File: src/rtl/freq_gate_controller_if.sv
// Counter link, run/signal inputs and result bus of the frequency-counter gate sequencer.
// master: the sequencer; slave: the counter/display environment.
interface freq_gate_controller_if #(
  parameter int unsigned DIGITS_NUM = 6
);
  localparam int unsigned DW = 4 * DIGITS_NUM;

  logic          run_in;
  logic          signal_in;
  logic [DW-1:0] cnt_digits_in;
  logic          cnt_carry_in;
  logic          cnt_enable_out;
  logic          cnt_reset_out;
  logic [DW-1:0] result_out;
  logic          overflow_out;
  logic          result_valid_out;
  logic          gate_active_out;

  modport master (
    input  run_in, signal_in, cnt_digits_in, cnt_carry_in,
    output cnt_enable_out, cnt_reset_out, result_out, overflow_out,
           result_valid_out, gate_active_out
  );

  modport slave (
    output run_in, signal_in, cnt_digits_in, cnt_carry_in,
    input  cnt_enable_out, cnt_reset_out, result_out, overflow_out,
           result_valid_out, gate_active_out
  );
endinterface

File: src/rtl/freq_gate_controller.sv
// Frequency-counter measurement sequencer: synchronises signal_in, gates its rising
// edges into the BCD counter for GATE_CYCLES clocks, then latches digits and overflow.
module freq_gate_controller #(
  parameter int unsigned GATE_CYCLES = 10_000_000,
  parameter int unsigned DIGITS_NUM  = 6,
  parameter int unsigned SYNC_STAGES = 2
) (
  input  logic                   clk_in,
  input  logic                   reset_in,
  freq_gate_controller_if.master bus
);
  localparam int unsigned DW = 4 * DIGITS_NUM;
  localparam int unsigned TW = (GATE_CYCLES > 1) ? $clog2(GATE_CYCLES) : 1;
  localparam logic [TW-1:0] TLOAD = TW'(GATE_CYCLES - 1);

  typedef enum logic [1:0] {S_IDLE, S_CLEAR, S_GATE, S_LATCH} state_e;

  state_e                 state_q, state_d;
  logic [SYNC_STAGES-1:0] sync_q, sync_d;
  logic                   prev_q, prev_d;
  logic                   sticky_q, sticky_d;
  logic [TW-1:0]          timer_q, timer_d;
  logic [DW-1:0]          result_q, result_d;
  logic                   overflow_q, overflow_d;
  logic                   valid_q, valid_d;

  logic rise_c;
  logic gate_c;
  logic cnt_en_c;

  assign rise_c   = sync_q[SYNC_STAGES-1] & ~prev_q;
  assign gate_c   = (state_q == S_GATE);
  assign cnt_en_c = rise_c & gate_c;

  always_ff @(posedge clk_in or negedge reset_in) begin
    if (!reset_in) begin
      state_q    <= S_IDLE;
      sync_q     <= '0;
      prev_q     <= 1'b0;
      sticky_q   <= 1'b0;
      timer_q    <= '0;
      result_q   <= '0;
      overflow_q <= 1'b0;
      valid_q    <= 1'b0;
    end else begin
      state_q    <= state_d;
      sync_q     <= sync_d;
      prev_q     <= prev_d;
      sticky_q   <= sticky_d;
      timer_q    <= timer_d;
      result_q   <= result_d;
      overflow_q <= overflow_d;
      valid_q    <= valid_d;
    end
  end

  // Sequencer: a dropped run_in aborts CLEAR/GATE without touching the held result.
  always_comb begin
    state_d    = state_q;
    sync_d     = {sync_q[SYNC_STAGES-2:0], bus.signal_in};
    prev_d     = sync_q[SYNC_STAGES-1];
    sticky_d   = sticky_q;
    timer_d    = timer_q;
    result_d   = result_q;
    overflow_d = overflow_q;
    valid_d    = 1'b0;
    unique case (state_q)
      S_IDLE: begin
        if (bus.run_in) state_d = S_CLEAR;
      end
      S_CLEAR: begin
        sticky_d = 1'b0;
        timer_d  = TLOAD;
        state_d  = bus.run_in ? S_GATE : S_IDLE;
      end
      S_GATE: begin
        if (cnt_en_c && bus.cnt_carry_in) sticky_d = 1'b1;
        if (!bus.run_in) begin
          state_d = S_IDLE;
        end else if (timer_q == '0) begin
          state_d = S_LATCH;
        end else begin
          timer_d = timer_q - TW'(1);
        end
      end
      S_LATCH: begin
        result_d   = bus.cnt_digits_in;
        overflow_d = sticky_q;
        valid_d    = 1'b1;
        state_d    = bus.run_in ? S_CLEAR : S_IDLE;
      end
      default: state_d = S_IDLE;
    endcase
  end

  assign bus.cnt_enable_out   = cnt_en_c;
  assign bus.cnt_reset_out    = (state_q == S_CLEAR);
  assign bus.gate_active_out  = gate_c;
  assign bus.result_out       = result_q;
  assign bus.overflow_out     = overflow_q;
  assign bus.result_valid_out = valid_q;
endmodule

File: src/flat_wrapper.sv
// flat-port wrapper written by rule: the top's interface ports become plain ports
module freq_gate_controller_flat 
#(
  parameter int unsigned GATE_CYCLES = 10_000_000,
  parameter int unsigned DIGITS_NUM  = 6,
  parameter int unsigned SYNC_STAGES = 2
)
  (clk_in, reset_in, bus_run_in, bus_signal_in, bus_cnt_digits_in, bus_cnt_carry_in, bus_cnt_enable_out, bus_cnt_reset_out, bus_result_out, bus_overflow_out, bus_result_valid_out, bus_gate_active_out);
  freq_gate_controller_if #(.DIGITS_NUM(DIGITS_NUM)) bus_i ();
  input  logic clk_in;
  input  logic reset_in;
  input wire logic [$bits(bus_i.run_in)-1:0] bus_run_in;
  input wire logic [$bits(bus_i.signal_in)-1:0] bus_signal_in;
  input wire logic [$bits(bus_i.cnt_digits_in)-1:0] bus_cnt_digits_in;
  input wire logic [$bits(bus_i.cnt_carry_in)-1:0] bus_cnt_carry_in;
  output wire logic [$bits(bus_i.cnt_enable_out)-1:0] bus_cnt_enable_out;
  output wire logic [$bits(bus_i.cnt_reset_out)-1:0] bus_cnt_reset_out;
  output wire logic [$bits(bus_i.result_out)-1:0] bus_result_out;
  output wire logic [$bits(bus_i.overflow_out)-1:0] bus_overflow_out;
  output wire logic [$bits(bus_i.result_valid_out)-1:0] bus_result_valid_out;
  output wire logic [$bits(bus_i.gate_active_out)-1:0] bus_gate_active_out;
  assign bus_i.run_in = bus_run_in;
  assign bus_i.signal_in = bus_signal_in;
  assign bus_i.cnt_digits_in = bus_cnt_digits_in;
  assign bus_i.cnt_carry_in = bus_cnt_carry_in;
  assign bus_cnt_enable_out = bus_i.cnt_enable_out;
  assign bus_cnt_reset_out = bus_i.cnt_reset_out;
  assign bus_result_out = bus_i.result_out;
  assign bus_overflow_out = bus_i.overflow_out;
  assign bus_result_valid_out = bus_i.result_valid_out;
  assign bus_gate_active_out = bus_i.gate_active_out;
  freq_gate_controller #(.GATE_CYCLES(GATE_CYCLES), .DIGITS_NUM(DIGITS_NUM), .SYNC_STAGES(SYNC_STAGES)) u_core (.clk_in(clk_in), .reset_in(reset_in), .bus(bus_i));
endmodule
File: config.mk
export PLATFORM = sky130hd
export DESIGN_NAME = freq_gate_controller_flat
export DESIGN_NICKNAME = d
export VERILOG_FILES = /design/src/rtl/freq_gate_controller_if.sv /design/src/rtl/freq_gate_controller.sv /design/src/flat_wrapper.sv
export SDC_FILE = /design/constraint.sdc
export NUM_CORES = 1
export LEC_CHECK = 0
export CAP_MARGIN = 20
export CORE_MARGIN = 2
export CORE_UTILIZATION = 25
export DETAILED_ROUTE_END_ITERATION = 10
export SETUP_SLACK_MARGIN = 0.02
export SYNTH_ARGS = -nofsm -noshare
export SYNTH_HDL_FRONTEND = slang
export SYNTH_SLANG_ARGS = --single-unit
File: constraint.sdc
create_clock -name clk_in -period 4.3 [get_ports clk_in]
set_clock_uncertainty 0.05 [all_clocks]
set_input_delay 0.43 -clock clk_in [delete_from_list [all_inputs] [get_ports clk_in]]
set_output_delay 0.43 -clock clk_in [all_outputs]
set_load 0.01 [all_outputs]
==> results.toml, run 1 <==
[outcome]
status = "finished clean"

[global_routing]
grt_pass1_vias = 2114
antenna_found_initial = 0
grt_max_degree = 57
grt_overflow_total = 0
grt_pass1_wl_um = 9860
grt_use_total_pct = 10.3

[timing]
slew_headroom_pct = 40.2
fin_crit_sh_pct = 75.3
rsz0062_at_grt = "no"
finalHoldViolCount = 0
fmaxAchievable_ghz = 0.309
final.setup.tns_ns = 0
finalSetupViolCount = 0
tightest_slew_ns = 0.897
min_period_ns = 3.24
drv_slew = 0

[route]
post-route-drc-count = 0
drt_iter0_drc = 152
routed_wl_um = 6010
via_per_inst = 4.85
first_pass_iters = 4
antenna_left = 0
vias = 2168
avgRoutedWirePerCell_um = 13.4

[floorplanning]
coreArea_um2 = 10800
start_util_pct = 25.7
die_area_um2 = 12000
die_h_um = 110
die_x_um = 110
num_rows = 38
ioPinCount = 58

[worst_setup_path]
path_buf_inv = 3
cp_top_family = "buffers and inverters"
reg2reg_depth = 7
cp.arrival_ns = 2.76
worstPathCellList = "inv_1 -> ha_1 -> inv_1 -> nor3b_1 -> clkdlybuf4s50_1"
start_kind = "flop"
cp.required_ns = 3.82
r2r_end = "u_core.timer_q[22]$_DFFE_PN0P_"
cp_common_cell = "inv_1"
crit_type = "flop to primary output"
r2r_start = "u_core.state_q[1]$_DFFE_PN0P_"
reg2reg_slack_ns = 1.42
critPathCaptureType = "primary output"
max_stage_delay_ns = 0.59
crit_path_top_delay_cell = "clkdlybuf4s50_1"
worst-path-max-fanout = 18

[layout]
antenna_cells = 0
layout.nets = 342
finalInstanceArea_um2 = 3570
most-common-layout-cells = "clkdlybuf4s50_1, dfrtp_1, mux2_2"
drive_gt1_share_pct = 15.0
multi_input_area_um2 = 1280
syn_to_final_growth_pct = 28.3
seq_area_um2 = 1400
fillers = 1128

[yosys]
yosysWarnings = 0
synth-seq-area-share_pct = 50.3
synth_ff_type = "dfrtp_1"
synth.cell_area_um2 = 2780
synth_cells = 252
synthesis.nets = 288
synth_cell_types = 50
async_flop_share_pct = 100
synth_edf_count = 0
syn_area_per_cell_um2 = 11.0
synth_seq_cells = 56

[power]
peakVddDrop_uv = 212
power_mw = 1.77
p_leak_nw = 1.29
p_per_area_nw_per_um2 = 495

[placement]
dpl.hpwl_um = 4260
place_congestion = 0.819
dpl_cell_area_um2 = 3460
io_buffers = 57

[clocking]
cts_root_buf = "clkbuf_8"
cts_tree = "done"
post_cts_resized = 0
cts.htree.levels = 2
clock_path_buffers = 2
post_cts_buffers = 0
clock_latency_ns = 0.32
postCtsHoldBufs = 0
cts_sinks = 56
cts_buffers = 5
clk_pin_slew_ns = 0.10

[min_path]
hold_class = "input pin to async pin"

[run]
max_cap_violations = 0
-- cell type report --
class | instances | share of cell area, %
timing repair buffer | 59 | 16.5
sequential | 56 | 39.2
clock inverter | 3 | 0.665
clock buffer | 5 | 1.93
inverter | 9 | 0.946
tap | 140 | 4.90
multi-input combinational | 175 | 35.9
-- per-stage QoR --
stage	cells	setup slack (ns)	utilization, %	hold WS (ns)
detailed placement	438	1.41	32.0	0.291
floorplan	252	2.15	-	0.0844
CTS	446	1.04	32.8	0.230
finish	447	1.06	33.0	0.186
global placement	438	1.51	32.0	0.289
global route	447	0.778	33.0	0.258
-- how the worst max path moves through the flow --
| stage | startpoint | to | slack (ns) | depth (start not counted) |
|---|---|---|---|---|
| detailed placement | u_core.state_q[0]$_DFFE_PN0P_ | bus_cnt_enable_out | 1.41 | 5 |
| global placement | u_core.state_q[0]$_DFFE_PN0P_ | bus_cnt_enable_out | 1.51 | 5 |
| CTS | u_core.state_q[0]$_DFFE_PN0P_ | bus_cnt_enable_out | 1.04 | 5 |
| floorplan | u_core.state_q[1]$_DFFE_PN0P_ | u_core.timer_q[16]$_DFFE_PN0P_ | 2.15 | 8 |
| global route | u_core.state_q[0]$_DFFE_PN0P_ | bus_cnt_enable_out | 0.78 | 5 |
| finish | u_core.state_q[0]$_DFFE_PN0P_ | bus_cnt_enable_out | 1.06 | 5 |
-- sequential cells by signal, indices dropped and copies added, names as in the netlist --
name and cells:
u_core.bus.result_out 24, u_core.timer_q 24, u_core.state_q 2, u_core.sync_q 2, u_core.bus.overflow_out 1, u_core.bus.result_valid_out 1, u_core.prev_q 1, u_core.sticky_q 1
-- Yosys cell counts (4+ instances only) --
library cell   n  area share [%]
a21oi_1       15             2.7
clkbuf_1       8             1.1
dfrtp_1       56              50
ha_1           7             3.1
inv_1          9             1.2
mux2_2        25              10
nand2_1       18             2.4
nand3_1        6             1.1
nor2_1        11             1.5
nor3_1         9             1.6
nor4_1         8             1.8
o21ai_0        7             1.3
o22ai_1        4            0.90
o31ai_1        4             1.1
or3_1         11             2.5
-- where the power goes --
| part | total (mW) | switching [mW] | internal, mW | leakage, nW |
|---|---|---|---|---|
| registers | 0.729 | 0.0692 | 0.660 | 0.649 |
| logic | 0.741 | 0.329 | 0.412 | 0.605 |
| clock network | 0.298 | 0.182 | 0.116 | 0.0404 |
-- logic make-up after synthesis --
kind of cell,after synthesis,synth area share [%]
fa+ha+maj,7,3.15
compound gates,51,12.8
xor+xnor,2,0.629
mux,28,11.2
flops,56,50.3
simple gates,87,18.3
buf+inv,21,3.64
-- metal layers --
metal  up-vias  GRT usage [%]  wire length (um)
li1       1052              -                 -
met4         0           2.89                58
met2        68           17.7              2850
met1      1041           13.0              2750
met5         -              0                 0
met3         7           2.19               347
No activity file was read; power rests on OpenSTA's default activity.
==> run 2, diff against run 1 <==
==> constraint.sdc (replaced) <==
create_clock -name clk_in -period 3 [get_ports clk_in]
set_clock_uncertainty 0.05 [all_clocks]
set_input_delay 0.3 -clock clk_in [delete_from_list [all_inputs] [get_ports clk_in]]
set_output_delay 0.3 -clock clk_in [all_outputs]
set_load 0.01 [all_outputs]
==> run 2 against run 1 <==
Effect of this change: global-route usage about the same; routed wire length increased by 5.4%; via count increased by 1.2%; clock-buffer cell count unchanged; cell area increased by 1.8%; sequential power increased by 44%; worst hold slack improved by 0.13 ns; critical path depth increased by 2; die area unchanged; combinational power increased by 46%; critical path type is now flop to flop; largest power group unchanged; highest routed layer unchanged.
==> results.toml, run 2 (synthesis results as in run 1) <==
[layout]
fillers = 1117
drive_gt1_share_pct = 16.6
layout.nets = 349
final_cells = 454
syn_to_final_growth_pct = 30.6
antenna_cells = 0
finish.utilization_pct = 33.5
most-common-layout-cells = "clkdlybuf4s50_1, dfrtp_1, mux2_2"

[floorplanning]
coreArea_um2 = 10800
num_rows = 38
ioPinCount = 58
die_area_um2 = 12000
start_util_pct = 25.7
die_h_um = 110
die_x_um = 110

[timing]
tightest_slew_ns = 0.918
min_period_ns = 2.64
hold_slack_ns = 0.319
slew_headroom_pct = 38.8
rsz0062_at_grt = "no"
fmaxAchievable_ghz = 0.378
finalHoldViolCount = 0
final.setup.tns_ns = 0
fin_crit_sh_pct = 88.1
finalSetupViolCount = 0
drv_slew = 0

[global_routing]
antenna_found_initial = 0
grt_pass1_vias = 2102
grt_overflow_total = 0
grt_pass1_wl_um = 10000
grt_use_total_pct = 10.3
grt_max_degree = 45

[min_path]
hp-start = "u_core.sync_q[0]$_DFF_PN0_"
hold_path_depth = 0
hold_end = "u_core.sync_q[1]$_DFF_PN0_"
hold_class = "flop to flop"

[route]
antenna_left = 0
vias = 2194
post-route-drc-count = 0
drt_iter0_drc = 136
routed_wl_um = 6330
first_pass_iters = 4
avgRoutedWirePerCell_um = 13.9
via_per_inst = 4.83

[placement]
dp_cells = 444
place_congestion = 0.858
io_buffers = 57
dpl.hpwl_um = 4610

[clocking]
clock_latency_ns = 0.31
post_cts_buffers = 0
post_cts_resized = 0
cts_sinks = 56
cts_tree = "done"
cts.htree.levels = 2
clk_pin_slew_ns = 0.11
cts_root_buf = "clkbuf_8"
cts_buffers = 5
clock_path_buffers = 2

[worst_setup_path]
r2r_start = "u_core.state_q[1]$_DFFE_PN0P_"
cp.required_ns = 3.19
crit_path_top_delay_cell = "nor4bb_1"
start_kind = "flop"
r2r_end = "u_core.timer_q[22]$_DFFE_PN0P_"
reg2reg_slack_ns = 0.36
max_stage_delay_ns = 0.53
worst-path-max-fanout = 11
worstPathCellList = "inv_1 -> ha_1 -> nor4bb_1 -> nand4_1 -> o21bai_1 -> or4_1 -> a21oi_1"
crit_type = "flop to flop"
path_buf_inv = 1
critPathCaptureType = "flop"
reg2reg_depth = 7
cp_top_family = "simple AND/OR/NAND/NOR gates"
cp.arrival_ns = 2.84

[power]
p_per_area_nw_per_um2 = 706
peakVddDrop_uv = 313
p_leak_nw = 1.34
power_mw = 2.57

[run]
max_cap_violations = 0

[outcome]
status = "finished clean"
-- run 2: changes by cell type in the layout (fill, tap and decap cells not counted), sizes merged --
cell,before,now
clkinvlp,2,0
inv,9,11
buf,3,9
dlygate4sd3,0,1
-- run 2: worst max path at each step --
stage	start	endpoint	slack, ns	cells past startpoint
2_1_floorplan	u_core.state_q[1]$_DFFE_PN0P_	u_core.timer_q[16]$_DFFE_PN0P_	0.85	8
3_3_place_gp	u_core.state_q[1]$_DFFE_PN0P_	u_core.timer_q[22]$_DFFE_PN0P_	0.47	7
3_5_place_dp	u_core.state_q[1]$_DFFE_PN0P_	u_core.timer_q[22]$_DFFE_PN0P_	0.41	7
4_1_cts	u_core.state_q[0]$_DFFE_PN0P_	bus_cnt_enable_out	0.35	5
5_1_grt	u_core.state_q[1]$_DFFE_PN0P_	u_core.timer_q[22]$_DFFE_PN0P_	0.13	7
6_report	u_core.state_q[1]$_DFFE_PN0P_	u_core.timer_q[22]$_DFFE_PN0P_	0.36	7
-- run 2: timing repair --
item                                   in CTS  in global routing
endpoints found under the hold margin       0                 12
setup endpoints to repair                   0                  0
hold buffers                                0                  1
-- run 2: layer usage --
| metal | share of wire, % | global-route usage (%) |
|---|---|---|
| met5 | 0 | 0 |
| met3 | 6.0 | 2.07 |
| met2 | 49 | 17.5 |
| met1 | 44 | 13.6 |
| met4 | 0.76 | 2.26 |
-- run 2: where the power goes --
part           internal, mW  leakage, nW  switching [mW]
Clock                 0.173       0.0491           0.267
Sequential            0.946        0.649           0.100
Combinational         0.601        0.642           0.480
Total                  1.72         1.34           0.847
-- run 2: layout make-up --
| class | instances | area (um^2) | area share, % |
|---|---|---|---|
| Sequential cell | 56 | 1400 | 38.6 |
| Inverter | 9 | 33.8 | 0.929 |
| Clock buffer | 5 | 68.8 | 1.89 |
| Multi-Input combinational cell | 175 | 1280 | 35.2 |
| Tap cell | 140 | 175 | 4.82 |
| Clock inverter | 3 | 26.3 | 0.723 |
| Timing Repair Buffer | 66 | 648 | 17.8 |
-- run 2: metrics by stage --
stage	setup WS (ns)	instance area, um^2
6_report	0.356	3630
5_1_grt	0.131	3630
4_1_cts	0.351	3600
3_5_place_dp	0.406	3510
3_3_place_gp	0.473	3510
2_1_floorplan	0.852	2780
-- run 2: worst register-to-register path: stages (launching register included) --
cell,delay (ns)
dfrtp_1,0.48
inv_1,0.12
ha_1,0.32
nor4bb_1,0.53
nand4_1,0.15
o21bai_1,0.34
or4_1,0.46
a21oi_1,0.15
